<file path="config.mk">
export PLATFORM = sky130hd
export DESIGN_NAME = interrupt_controller
export DESIGN_NICKNAME = d
export VERILOG_FILES = /design/src/rtl/interrupt_controller.sv
export SDC_FILE = /design/constraint.sdc
export NUM_CORES = 1
export LEC_CHECK = 0
export CAP_MARGIN = 5
export CORE_UTILIZATION = 35
export CTS_CLUSTER_DIAMETER = 50
export DETAILED_ROUTE_END_ITERATION = 10
export MAX_ROUTING_LAYER = met4
export PLACE_DENSITY_LB_ADDON = 0.1
export REMOVE_ABC_BUFFERS = 1
export SYNTH_ARGS = -nofsm -noshare
export SYNTH_HDL_FRONTEND = slang
export SYNTH_SLANG_ARGS = --single-unit
</file>
<file path="constraint.sdc">
create_clock -name CLK -period 2.7 [get_ports CLK]
set_input_delay 0.675 -clock CLK [delete_from_list [all_inputs] [get_ports CLK]]
set_output_delay 0.675 -clock CLK [all_outputs]
set_load 0.1 [all_outputs]
</file>
<file path="src/rtl/interrupt_controller.sv">
// Interrupt controller for the RAT CPU. It latches rising edges on the request lines into
// PEND, gates them with MASK, and runs an INTR / ack / EOI handshake over the port bus.
module interrupt_controller #(
   parameter int          NUM_SRC     = 8,
   parameter int          SYNC_STAGES = 2,
   parameter logic [7:0]  MASK_PORT   = 8'hF0,
   parameter logic [7:0]  PEND_PORT   = 8'hF1,
   parameter logic [7:0]  ID_PORT     = 8'hF2,
   parameter logic [7:0]  EOI_PORT    = 8'hF3
) (
   input  logic               CLK,
   input  logic               RESET_N,
   input  logic [NUM_SRC-1:0] IRQ_IN,
   input  logic [7:0]         PORT_ID,
   input  logic [7:0]         OUT_PORT,
   input  logic               IO_STRB,
   input  logic               INTR_ACK,
   output logic               INTR,
   output logic [7:0]         IN_PORT_DATA
);
   typedef enum logic [1:0] {ST_IDLE, ST_ASSERT, ST_SERVICE} state_t;

   state_t                              state_q, state_d;
   logic [SYNC_STAGES-1:0][NUM_SRC-1:0] sync_q;
   logic [NUM_SRC-1:0]                  prev_q, rise;
   logic [NUM_SRC-1:0]                  pend_q, pend_d, mask_q, mask_d, active, clr;
   logic [2:0]                          id_q, id_d, winner;
   logic                                valid_q, valid_d, intr_q, intr_d;
   logic                                req, wr_mask, wr_pend, wr_eoi, ack_take;

   // prev_q resets low, so a line already high at reset release counts as one edge
   always_ff @(posedge CLK or negedge RESET_N) begin
      if (!RESET_N) begin
         sync_q <= '0;
         prev_q <= '0;
      end else begin
         sync_q[0] <= IRQ_IN;
         for (int s = 1; s < SYNC_STAGES; s++) sync_q[s] <= sync_q[s-1];
         prev_q <= sync_q[SYNC_STAGES-1];
      end
   end

   assign rise     = sync_q[SYNC_STAGES-1] & ~prev_q;
   assign active   = pend_q & mask_q;
   assign req      = |active;
   assign wr_mask  = IO_STRB && (PORT_ID == MASK_PORT);
   assign wr_pend  = IO_STRB && (PORT_ID == PEND_PORT);
   assign wr_eoi   = IO_STRB && (PORT_ID == EOI_PORT);
   assign ack_take = (state_q == ST_ASSERT) && INTR_ACK && req;

   always_comb begin
      winner = '0;
      for (int i = NUM_SRC-1; i >= 0; i--)
         if (active[i]) winner = 3'(i);
   end

   always_comb begin
      state_d = state_q;
      id_d    = id_q;
      valid_d = valid_q;
      case (state_q)
         ST_IDLE:    if (req) state_d = ST_ASSERT;
         ST_ASSERT: begin
            if (ack_take) begin
               state_d = ST_SERVICE;
               id_d    = winner;
               valid_d = 1'b1;
            end else if (!req) begin
               state_d = ST_IDLE;
            end
         end
         ST_SERVICE: begin
            if (wr_eoi) begin
               state_d = ST_IDLE;
               valid_d = 1'b0;
            end
         end
         default:    state_d = ST_IDLE;
      endcase
      intr_d = (state_d == ST_ASSERT);
   end

   // A fresh edge overrides any clear (W1C or ack) landing in the same cycle
   always_comb begin
      clr = wr_pend ? OUT_PORT[NUM_SRC-1:0] : '0;
      for (int i = 0; i < NUM_SRC; i++)
         if (ack_take && (winner == 3'(i))) clr[i] = 1'b1;
      pend_d = (pend_q & ~clr) | rise;
      mask_d = wr_mask ? OUT_PORT[NUM_SRC-1:0] : mask_q;
   end

   always_ff @(posedge CLK or negedge RESET_N) begin
      if (!RESET_N) begin
         state_q <= ST_IDLE;
         pend_q  <= '0;
         mask_q  <= '0;
         id_q    <= '0;
         valid_q <= 1'b0;
         intr_q  <= 1'b0;
      end else begin
         state_q <= state_d;
         pend_q  <= pend_d;
         mask_q  <= mask_d;
         id_q    <= id_d;
         valid_q <= valid_d;
         intr_q  <= intr_d;
      end
   end

   assign INTR = intr_q;

   always_comb begin
      IN_PORT_DATA = 8'h00;
      if (PORT_ID == MASK_PORT)      IN_PORT_DATA[NUM_SRC-1:0] = mask_q;
      else if (PORT_ID == PEND_PORT) IN_PORT_DATA[NUM_SRC-1:0] = pend_q;
      else if (PORT_ID == ID_PORT)   IN_PORT_DATA = {valid_q, 4'b0000, id_q};
   end

endmodule

</file>
# Yosys cells after proc, flatten, opt, wreduce, memory -nomap -nowiden
# Cells that the tools add are included.
dict set report word_totals {
  mem_bits_rw 0
  mem_bits_ro 0
  latchBits 0
  ff_bits 47
  memories 0
}
dict set report op_classes {
  n_addsub 0
  n_shift 0
  eq_ne 16
  multipliers 0
  n_mux 28
  n_bitwise 6
  div 0
  n_lt_le_gt_ge 0
  n_reduce_logical 19
}
# cell count
set op_table {}
lappend op_table {{$eq A8 B8 Y1 const B} 4}
lappend op_table {{$mux W8} 4}
lappend op_table {{$and A8 B8 Y8} 3}
lappend op_table {{$mux W3} 8}
lappend op_table {{$not A8 Y8} 2}
lappend op_table {{$logic_and A1 B1 Y1} 13}
lappend op_table {{$eq A3 B3 Y1 const B} 4}
lappend op_table {{$mux W1} 10}
lappend op_table {{$mux W2} 4}
lappend op_table {{$or A8 B8 Y8} 1}
lappend op_table {{$reduce_or A8 Y1} 1}
lappend op_table {{$eq A3 B2 Y1 const B} 2}
lappend op_table {{$pmux W2 S3} 1}
lappend op_table {{$eq A2 B1 Y1 const B} 2}
lappend op_table {{$ne A2 B2 Y1 const B} 2}
lappend op_table {{$eq A3 B1 Y1 const B} 1}
lappend op_table {{$logic_not A3 Y1} 1}
lappend op_table {{$reduce_and A3 Y1} 1}
lappend op_table {{$eq A2 B2 Y1 const B} 1}
lappend op_table {{$logic_not A2 Y1} 1}
lappend op_table {{$pmux W1 S2} 1}
lappend op_table {{$reduce_and A2 Y1} 1}
lappend op_table {{$reduce_bool A2 Y1} 1}

# Logic depth before layout (Yosys ltp)
dict set report depth {
  word_depth 15
  depth_mapped 5
  ltp_nobuf 4
}

# Worst setup path before layout
# No wires, ideal clock.
dict set report synth_path {
  path_type {input port to output port}
  startpoint {input PORT_ID[6]}
  endpoint {output IN_PORT_DATA[3]}
  cell_stages 3
  arrival_ps 3159
  n_path_buf 0
  required_ps 2025
  path_slack_ps -1134
  cell_sequence {and4_1 nand2_1 nor3_1}
}
dict set report synth_between {
  elab_chain_cells 3
  elab_cells_between_ends 4
  classes_between {2 x eq/ne; 2 x mux}
}
# element line_no
set synth_lines {}
lappend synth_lines {{start, declared} 14} ;# input logic [7:0] PORT_ID,
lappend synth_lines {{$eq A8 B8 Y1} 115} ;# else if (PORT_ID == PEND_PORT) IN_PORT_DATA[NUM_SRC-1:0] = pend_q;
lappend synth_lines {{$mux W8} 115}
lappend synth_lines {{$mux W8 (*)} 114} ;# if (PORT_ID == MASK_PORT) IN_PORT_DATA[NUM_SRC-1:0] = mask_q;
lappend synth_lines {{end, declared} 19} ;# output logic [7:0] IN_PORT_DATA
# Every way passes the cells marked *; elsewhere a longest branch is shown, timed or not.

# Worst setup path in the final report
dict set report layout_path {
  startpoint {input PORT_ID[4]}
  endpoint {output IN_PORT_DATA[6]}
}
# Same word-level chain as after synthesis.

==> metrics.txt <==
status=complete, no violations; total design power=approximately 1.5 mW; Worst Setup Path Type=in2out; Antenna Violating Nets Remaining=0; starting utilization of the core area=0.374; Tcrit/Tclk final=0.993; Congestion Overflow GR=0; TritonCTS sink count=47; count of max-cap constraint violations=0; unique cell type count in the Yosys netlist=37; CP top delay family=buffers and inverters; clock power share=0.266; Diodes inserted=0; share of cell area taken by muxes after synthesis=0.0864; average wire per cell in the routed design=around 15 um; largest driver fanout on the critical path=9; total CTS buffers=5; GRT Util Overall=0.164; net total in the final layout=248; utilization after layout=0.517; post-synthesis average cell area=11.8 um2; number of buffer cells added on primary ports=36; H-tree levels=2; sequential group share of total power=0.544; final routed DRC violation total=0; area growth from synthesis to final layout=38.2%; setup TNS=0 ns; drt first pass iters=4; classification of the worst-slack hold path=in2async; dominant combinational cell family by area after synthesis=compound AO/OA/AOI/OAI gates; via density per instance=approximately 5.1; worst hold slack across all endpoints=just over 0.3 ns; tightest slew margin relative to the limit=0.709; arrival time at the worst endpoint=around 2.0 ns; fraction of final layout cells with drive strength greater than 1=0.204; number of endpoints failing setup at the final stage=0; register bit count reported by yosys=47; cell at the root of the clock tree=clkbuf_8; post-route clock skew=between 0.006 and 0.007 ns; internal power summed over all cells=between 1 and 1.5 mW; number of antenna violations at the first check in global routing=0; Die Outline Area=0.00593 mm2; cell with the largest stage delay on the worst path=clkdlybuf4s50_1; DR vias=1478; CTS tree=done; time the final worst path needs with I/O delays and setup=roughly 2.7 ns; combined buffer and inverter count along the critical path=3; final-layout fill cell count=roughly 480; IR drop worst, VDD=approximately 0.3 mV; Worst-Margin Slew=0.437 ns; Post-DP Area=around 0.0026 mm2; fraction of the yosys area taken by sequential cells=0.597; GPL Wtd Cong=roughly 0.88; Critical Path Start Type=primary input; simple-gate share of the synthesized area=0.142; combinational fraction of design power=0.191; final std cell area, no fill=~0.0027 mm2; count of mapped cells out of synthesis=around 170; required time of the critical path=slightly above 2 ns; post-DP HPWL=3260 um; number of top-level pins=37; number of pins with negative max-slew slack in the final report=0; x dimension of the die=77.0 um; crit-path cells=clkdlybuf4s50_1 > and4_4 > nand2_8 > nor3_2 > buf_4 > buf_12; leakage power figure=about 1.2 nW; Crit path largest cell delay=0.46 ns; Switching Power=435 uW; netlist area before placement=between 0.0015 and 0.002 mm2; wire length of the first global-routing pass=approximately 7300 um; proportion of total power due to net switching=0.288; Die Height=around 77 um; Cell Pwr Density=approximately 550 mW/mm2; post-synthesis adder-cell area fraction=0; insertion delay of the later-clocked pin in the worst-skew pair=0.29 ns; post-CTS clock slew at the launch and capture registers of the worst setup and hold paths=approximately 0.080 ns; fmax=roughly 0.37 GHz; Warnings, synthesis=0; final number of hold-violating endpoints=0; Max Root-Sink Buffers=2; area fraction in compound gates after synthesis=0.149; register area=0.00118 mm2; largest net degree at the start of global routing=21; via count of the first global-routing pass=1473; area inside the core boundary=approximately 0.0053 mm2; Routed Wire Length=between 4000 and 5000 um; DRT iter0 DRCs=85; number of core rows=26; multi-input combinational cell area=approximately 800 um2; endpoint class of the critical path=output pin; post-synthesis xor/xnor area fraction=0; RSZ-0062 raised after global routing=true
flip-flops by register name, indices dropped and copies added, names as in the netlist:
name and count:
INTR 1, pend_q 8, id_q 3, valid_q 1, prev_q 8, sync_q 16
state_q 2, mask_q 8
through the flow:
step / setup slack [ns] / std cells
floorplan: -1.13 / 163
global placement: -0.139 / 282
detailed placement: -0.186 / 282
CTS: 0.0185 / 290
global route: -0.00159 / 291
finish: 0.0181 / 291
Yosys cell counts (all sizes together):
| cell type | instances | share of area |
|---|---|---|
| a21oi | 10 | 0.025 |
| nor2 | 14 | 0.027 |
| dfrtp | 47 | 0.60 |
| inv | 8 | 0.015 |
| o32a | 1 | 0.0051 |
| nand2b | 3 | 0.0095 |
| a32o | 6 | 0.031 |
| o21ai | 2 | 0.0051 |
| o2bb2ai | 2 | 0.0089 |
| and3b | 1 | 0.0044 |
| nor2b | 3 | 0.0095 |
| a31oi | 1 | 0.0032 |
| o22ai | 1 | 0.0032 |
| nor3 | 4 | 0.010 |
| a41o | 1 | 0.0057 |
| o32ai | 1 | 0.0044 |
| clkbuf | 2 | 0.0038 |
| o31a | 2 | 0.0089 |
| a22o | 2 | 0.0095 |
| nand4 | 3 | 0.0095 |
| buf | 2 | 0.0064 |
| a2111o | 1 | 0.0057 |
| mux2 | 8 | 0.046 |
| and2 | 1 | 0.0032 |
| mux2i | 8 | 0.041 |
| a211oi | 2 | 0.0076 |
| a22oi | 4 | 0.025 |
| and4 | 3 | 0.013 |
| nand2 | 18 | 0.034 |
| nand3 | 5 | 0.018 |
| nand3b | 1 | 0.0038 |
cell type report:
type,count,share of cell area
Sequential cell,47,0.432
Multi-Input combinational cell,108,0.292
Clock buffer,6,0.0267
Inverter,8,0.0110
Tap cell,70,0.0322
Timing Repair Buffer,50,0.202
Clock inverter,2,0.00460
placed cells by master, fill, tap and decap left out, types with 2 or more instances in the layout:
cell type         n
clkbuf_8          5
nand4_1           3
buf_12            9
a211oi_1          2
a21oi_1          10
nand2_1          17
inv_1             8
buf_4            14
nand2b_1          3
a32o_1            5
o31a_1            2
nor2_1           13
mux2_1            8
clkdlybuf4s50_1  25
and4_1            2
nand3_1           3
mux2i_1           7
nand3_2           2
nor3_2            2
dfrtp_1          47
a22oi_1           2
nor2b_1           3
o2bb2ai_1         2
o21ai_1           2
metal layers:
metal  routed length [um]  GRT usage
met5                    0          -
met4                   36     0.0585
met3                  254     0.0405
met2                 2130      0.257
met1                 1950      0.206
kinds of logic (layout without fill, tap and decap cells):
group,count (synthesis),in the layout
and+or+nand+nor,56,56
DFF,47,47
AOI/OAI and AO/OA,36,36
muxes,16,16
buffers and inverters,12,66
power groups by stage:
stage / clock network (mW) / logic [mW] / registers (mW)
after floorplan: 0 / 0.121 / 0.864
after global placement: 0 / 0.276 / 0.828
after detailed placement: 0 / 0.281 / 0.832
after CTS: 0.418 / 0.284 / 0.818
after global routing: 0.453 / 0.311 / 0.826
final: 0.400 / 0.288 / 0.819
path summary, 6_finish.rpt:
check | from | end | slack [ns] | depth (start not counted)
worst max-delay path | PORT_ID[4] | IN_PORT_DATA[6] | 0.02 | 6
worst min-delay path | RESET_N | prev_q[5]$_DFF_PN0_ | 0.31 | 1
worst max register to register | pend_q[1]$_DFF_PN0_ | pend_q[6]$_DFF_PN0_ | 1.03 | 4
worst min register to register | sync_q[2]$_DFF_PN0_ | sync_q[10]$_DFF_PN0_ | 0.35 | 0
max in group asynchronous | RESET_N | id_q[0]$_DFFE_PN0P_ | 1.82 | 2
min in group CLK | sync_q[2]$_DFF_PN0_ | sync_q[10]$_DFF_PN0_ | 0.35 | 0
timing repair:
action	4_1_cts	5_1_grt
setup buffers	0	1
setup endpoints to repair	8	4
hold buffers	0	0
pin swaps	1	1
resized for setup	6	6
No activity file was read; power rests on OpenSTA's default activity.
